===== src/rtl/tlu_fifo_write_arbiter.sv =====
// Arbitrates the shared SRAM-FIFO write port between buffered TLU trigger words and FE data words.
// Triggers take priority, but bursts are bounded so a waiting FE word is granted periodically.
module tlu_fifo_write_arbiter #(
  parameter int TRIG_DEPTH_LOG2 = 2,
  parameter int MAX_TRIG_BURST  = 4
) (
  input  logic        BUS_CLK,
  input  logic        BUS_RST,
  input  logic        ENABLE,
  input  logic        CLEAR_LOST,
  input  logic [30:0] TLU_DATA,
  input  logic        TLU_DATA_SAVE_FLAG,
  output logic        TLU_DATA_SAVED_FLAG,
  input  logic [30:0] FE_DATA,
  input  logic        FE_VALID,
  output logic        FE_READY,
  output logic [31:0] FIFO_DATA,
  output logic        FIFO_WRITE,
  input  logic        FIFO_FULL,
  input  logic        FIFO_NEAR_FULL,
  output logic        TRIGGER_PENDING,
  output logic [7:0]  TRIGGER_LOST_CNT
);

  localparam int DEPTH = 1 << TRIG_DEPTH_LOG2;
  localparam logic [3:0] MAX_BURST = 4'(MAX_TRIG_BURST);
  localparam logic [TRIG_DEPTH_LOG2:0]   CNT_ONE = 1;
  localparam logic [TRIG_DEPTH_LOG2-1:0] PTR_ONE = 1;

  logic [30:0]                trig_mem [DEPTH];
  logic [TRIG_DEPTH_LOG2-1:0] wr_ptr;
  logic [TRIG_DEPTH_LOG2-1:0] rd_ptr;
  logic [TRIG_DEPTH_LOG2:0]   trig_cnt;
  logic [TRIG_DEPTH_LOG2:0]   trig_cnt_nxt;
  logic [3:0]                 burst_cnt;

  logic pending;
  logic buf_full;
  logic can_write;
  logic burst_done;
  logic grant_trig;
  logic grant_fe;
  logic push;
  logic drop;
  logic push_ok;

  // The count carries one extra bit, so its MSB alone marks a completely full buffer.
  assign pending    = (trig_cnt != '0);
  assign buf_full   = trig_cnt[TRIG_DEPTH_LOG2];
  assign can_write  = ENABLE && !FIFO_FULL;
  assign burst_done = (burst_cnt >= MAX_BURST);
  assign grant_trig = can_write && pending && (!burst_done || !FE_VALID || FIFO_NEAR_FULL);
  assign grant_fe   = can_write && !grant_trig && FE_VALID && !FIFO_NEAR_FULL;
  assign push       = TLU_DATA_SAVE_FLAG && ENABLE;
  assign drop       = push && buf_full && !grant_trig;
  assign push_ok    = push && !drop;
  assign FE_READY   = grant_fe;

  always_comb begin
    trig_cnt_nxt = trig_cnt;
    if (!ENABLE) begin
      trig_cnt_nxt = '0;
    end else if (push_ok && !grant_trig) begin
      trig_cnt_nxt = trig_cnt + CNT_ONE;
    end else if (!push_ok && grant_trig) begin
      trig_cnt_nxt = trig_cnt - CNT_ONE;
    end
  end

  always_ff @(posedge BUS_CLK) begin
    if (push_ok) begin
      trig_mem[wr_ptr] <= TLU_DATA;
    end
  end

  always_ff @(posedge BUS_CLK) begin
    if (BUS_RST) begin
      wr_ptr              <= '0;
      rd_ptr              <= '0;
      trig_cnt            <= '0;
      burst_cnt           <= '0;
      FIFO_WRITE          <= 1'b0;
      FIFO_DATA           <= '0;
      TLU_DATA_SAVED_FLAG <= 1'b0;
      TRIGGER_PENDING     <= 1'b0;
      TRIGGER_LOST_CNT    <= '0;
    end else begin
      // Disabling flushes the buffer without counting the flushed words as lost.
      if (!ENABLE) begin
        wr_ptr <= '0;
        rd_ptr <= '0;
      end else begin
        if (push_ok) begin
          wr_ptr <= wr_ptr + PTR_ONE;
        end
        if (grant_trig) begin
          rd_ptr <= rd_ptr + PTR_ONE;
        end
      end
      trig_cnt        <= trig_cnt_nxt;
      TRIGGER_PENDING <= (trig_cnt_nxt != '0);

      FIFO_WRITE          <= grant_trig || grant_fe;
      TLU_DATA_SAVED_FLAG <= grant_trig;
      if (grant_trig) begin
        FIFO_DATA <= {1'b1, trig_mem[rd_ptr]};
      end else if (grant_fe) begin
        FIFO_DATA <= {1'b0, FE_DATA};
      end

      if (can_write) begin
        if (grant_trig) begin
          if (!burst_done) begin
            burst_cnt <= burst_cnt + 4'd1;
          end
        end else begin
          burst_cnt <= '0;
        end
      end

      // A clear wins over the old count but not over a drop in the same cycle.
      if (CLEAR_LOST) begin
        TRIGGER_LOST_CNT <= drop ? 8'd1 : 8'd0;
      end else if (drop && (TRIGGER_LOST_CNT != 8'hFF)) begin
        TRIGGER_LOST_CNT <= TRIGGER_LOST_CNT + 8'd1;
      end
    end
  end

endmodule


===== config.mk =====
export PLATFORM = sky130hd
export DESIGN_NAME = tlu_fifo_write_arbiter
export DESIGN_NICKNAME = d
export VERILOG_FILES = /design/src/rtl/tlu_fifo_write_arbiter.sv
export SDC_FILE = /design/constraint.sdc
export NUM_CORES = 1
export LEC_CHECK = 0
export CORE_UTILIZATION = 48
export CTS_CLUSTER_SIZE = 8
export DETAILED_ROUTE_END_ITERATION = 8
export GPL_ROUTABILITY_DRIVEN = 1
export PLACE_DENSITY_LB_ADDON = 0.2
export SKIP_LAST_GASP = 1
export SLEW_MARGIN = 20
export SYNTH_ARGS = -nofsm -noshare
export SYNTH_HDL_FRONTEND = slang
export SYNTH_SLANG_ARGS = --single-unit

===== constraint.sdc =====
create_clock -name BUS_CLK -period 2.4 [get_ports BUS_CLK]
set_input_delay 0.48 -clock BUS_CLK [delete_from_list [all_inputs] [get_ports BUS_CLK]]
set_output_delay 0.48 -clock BUS_CLK [all_outputs]
set_load 0.02 [all_outputs]

==> results.py <==
metrics = {
    "floorplanning": {
        "start_util_pct": 49.9,
        "row_count": 43,
        "die_width_um": 123,
        "core_um2": 14000,
        "dieArea_um2": 15100,
        "io_pins": 114,
        "dieHeight_um": 123,
    },
    "logic_synthesis": {
        "ys_ff_latch": 180,
        "syn_area_per_cell_um2": 15.8,
        "synthesis.area_um2": 7000,
        "synthDistinctLibCells": 53,
        "synthArstFlopShare_pct": 0,
        "synth_flop_cell": "edfxtp_1",
        "synth_edf_count": 124,
        "yosysWarnings": 0,
        "synthesis.nets": 521,
        "yosysSeqAreaShare_pct": 69.2,
        "netlist_instances": 442,
    },
    "run_status": {
        "outcome": "finished, final reports clean",
    },
    "placement": {
        "place_ws_ns": -0.104,
        "dp_hpwl_um": 8860,
        "gp_congestion": 0.870,
        "placed_cells": 746,
        "port_buffers": 113,
        "dpl_cell_area_um2": 8590,
    },
    "final_layout": {
        "layout_commonest_cell": "edfxtp_1",
        "antennaDiodeCount": 0,
        "syn_to_final_growth_pct": 31.1,
        "most-common-layout-cells": "edfxtp_1, clkdlybuf4s50_1, dfxtp_1",
        "drive_above_1_share_pct": 18.6,
        "nets": 664,
        "finalInstanceArea_um2": 9180,
        "stdcell_count": 777,
    },
    "grt": {
        "grt_max_degree": 32,
        "grt_pass1_wl_um": 20800,
        "met1_usage_pct": 23.6,
        "grt.met3_usage_pct": 5.99,
        "grt_overflow_total": 0,
        "gr-usage-all-layers_pct": 19.1,
        "grt_antenna_before_repair": 0,
        "busiest_layer": "met2",
        "first_global_vias": 4104,
        "grtUsageMet2_pct": 31.8,
    },
    "timing": {
        "fin_ws_ns": 0.0709,
        "min_period_over_period_pct": 97.0,
        "fin_crit_ns": 2.33,
        "holdWs_ns": 0.451,
        "drv_slew": 0,
        "fmaxAchievable_ghz": 0.429,
        "final-hold-violation-count": 0,
        "slew_headroom_pct": 41.3,
        "clock_skew_ns": 0.0118,
        "finalSetupViolCount": 0,
        "worstMarginPinSlew_ns": 0.878,
    },
    "critical_path": {
        "cp-start-kind": "register",
        "required_ns": 1.92,
        "endpoint_kind": "primary output",
        "crit_arrival_ns": 1.85,
        "crit_type": "register to primary output",
        "cp_max_fo": 4,
    },
    "clock_tree": {
        "cts_sinks": 180,
        "cts_max_path_buffers": 2,
        "cts_htree_levels": 4,
        "postCtsSetupBuffers": 0,
        "clkTransAtPathRegs_ns": 0.07,
        "clk_latency_ns": 0.43,
        "tritoncts": "built",
        "cts_root_buf": "clkbuf_16",
        "numCtsBuffers": 17,
    },
    "power": {
        "p_leak_uw": 0.00303,
        "power_density_nw_per_um2": 717,
        "report.power.total_uw": 6580,
        "peakVddDrop_uv": 518,
    },
    "detailed_routing": {
        "via_count": 4112,
        "drt_iter0_markers": 243,
        "via_per_inst": 5.29,
        "drcViolationCount": 0,
        "wl_per_cell_um": 17.0,
        "antenna_left": 0,
        "finalWirelength_um": 13200,
        "drtPass1Iterations": 4,
    },
    "min_path": {
        "hold_path_class": "register to register",
    },
    "run": {
        "maxCapViolCount": 0,
    },
}
per-stage QoR:
stage / util, % / TNS (ns)
after CTS: 65.4 / 0
after global placement: 61.2 / -3.40
final: 65.4 / 0
after floorplan: - / 0
after global routing: 65.4 / -0.00807
after detailed placement: 61.2 / -3.88
critical path, stage by stage (launching register included):
cell and delay [ns]:
dfxtp_2 0.34, inv_1 0.09, ha_2 0.21, and2b_2 0.24, a211oi_4 0.22, nor3_1 0.07, clkdlybuf4s15_2 0.25
cells by family (layout without fill, tap and decap cells):
group	Yosys count	count (layout)	share of synthesized area, %
adders and majority gates	9	9	1.61
xor gates and xnor gates	4	4	0.500
and+or+nand+nor	90	90	6.49
buffers and inverters	28	183	1.79
muxes	65	65	14.8
AOI/OAI and AO/OA	66	66	5.61
DFF	180	180	69.2
sequential cells by signal, indices dropped and copies added (netlist names), named ones only:
signal               flops
trig_mem               124
FIFO_WRITE               1
FIFO_DATA               32
trig_cnt                 3
rd_ptr                   2
TLU_DATA_SAVED_FLAG      1
TRIGGER_PENDING          1
burst_cnt                4
TRIGGER_LOST_CNT         8
wr_ptr                   2
Yosys cell counts (5+ instances only):
| cell type | number | area share, % |
|---|---|---|
| dfxtp_1 | 56 | 16 |
| mux4_2 | 31 | 10 |
| clkbuf_1 | 13 | 0.70 |
| nor2_1 | 13 | 0.70 |
| o21ai_0 | 38 | 2.7 |
| ha_1 | 9 | 1.6 |
| and2_1 | 7 | 0.63 |
| nand2_1 | 37 | 2.0 |
| mux2i_1 | 34 | 4.9 |
| edfxtp_1 | 124 | 53 |
| inv_1 | 6 | 0.32 |
| a21oi_1 | 10 | 0.71 |
| buf_2 | 6 | 0.43 |
| nand2b_1 | 5 | 0.45 |
per-layer routing:
metal	routed length, um	up-vias
met5	0	-
li1	-	1977
met1	5690	2009
met4	138	0
met2	6570	113
met3	793	13
worst paths after layout:
kind	from	endpoint	slack, ns	depth (start not counted)
max	trig_cnt[1]	FE_READY	0.07	6
min	FIFO_DATA[5]	FIFO_DATA[5]	0.45	2
max reg2reg	trig_cnt[1]	TRIGGER_PENDING	0.27	8
min reg2reg	FIFO_DATA[5]	FIFO_DATA[5]	0.45	2
final cells by class:
| cell class | count | area, um2 |
|---|---|---|
| inverters | 6 | 22.5 |
| clock buffers | 19 | 433 |
| flip-flops and latches | 180 | 4850 |
| clock inverters | 12 | 154 |
| repair buffers | 146 | 1440 |
| fillers | 1005 | 4860 |
| well taps | 180 | 225 |
| multi-input cells | 234 | 2060 |
report_power, final:
| group | total, uW | switching, uW | internal, uW |
|---|---|---|---|
| Combinational | 439 | 196 | 243 |
| Clock | 2750 | 1110 | 1630 |
| Sequential | 3400 | 20.5 | 3370 |
repair_timing:
| item | 4_1_cts | 5_1_grt |
|---|---|---|
| hold buffers | 0 | 0 |
| hold endpoints to repair | 0 | 0 |
| resized for setup | 5 | 1 |
| setup endpoints to repair | 1 | 1 |
Note: power is estimated with default switching activity, not from simulation.
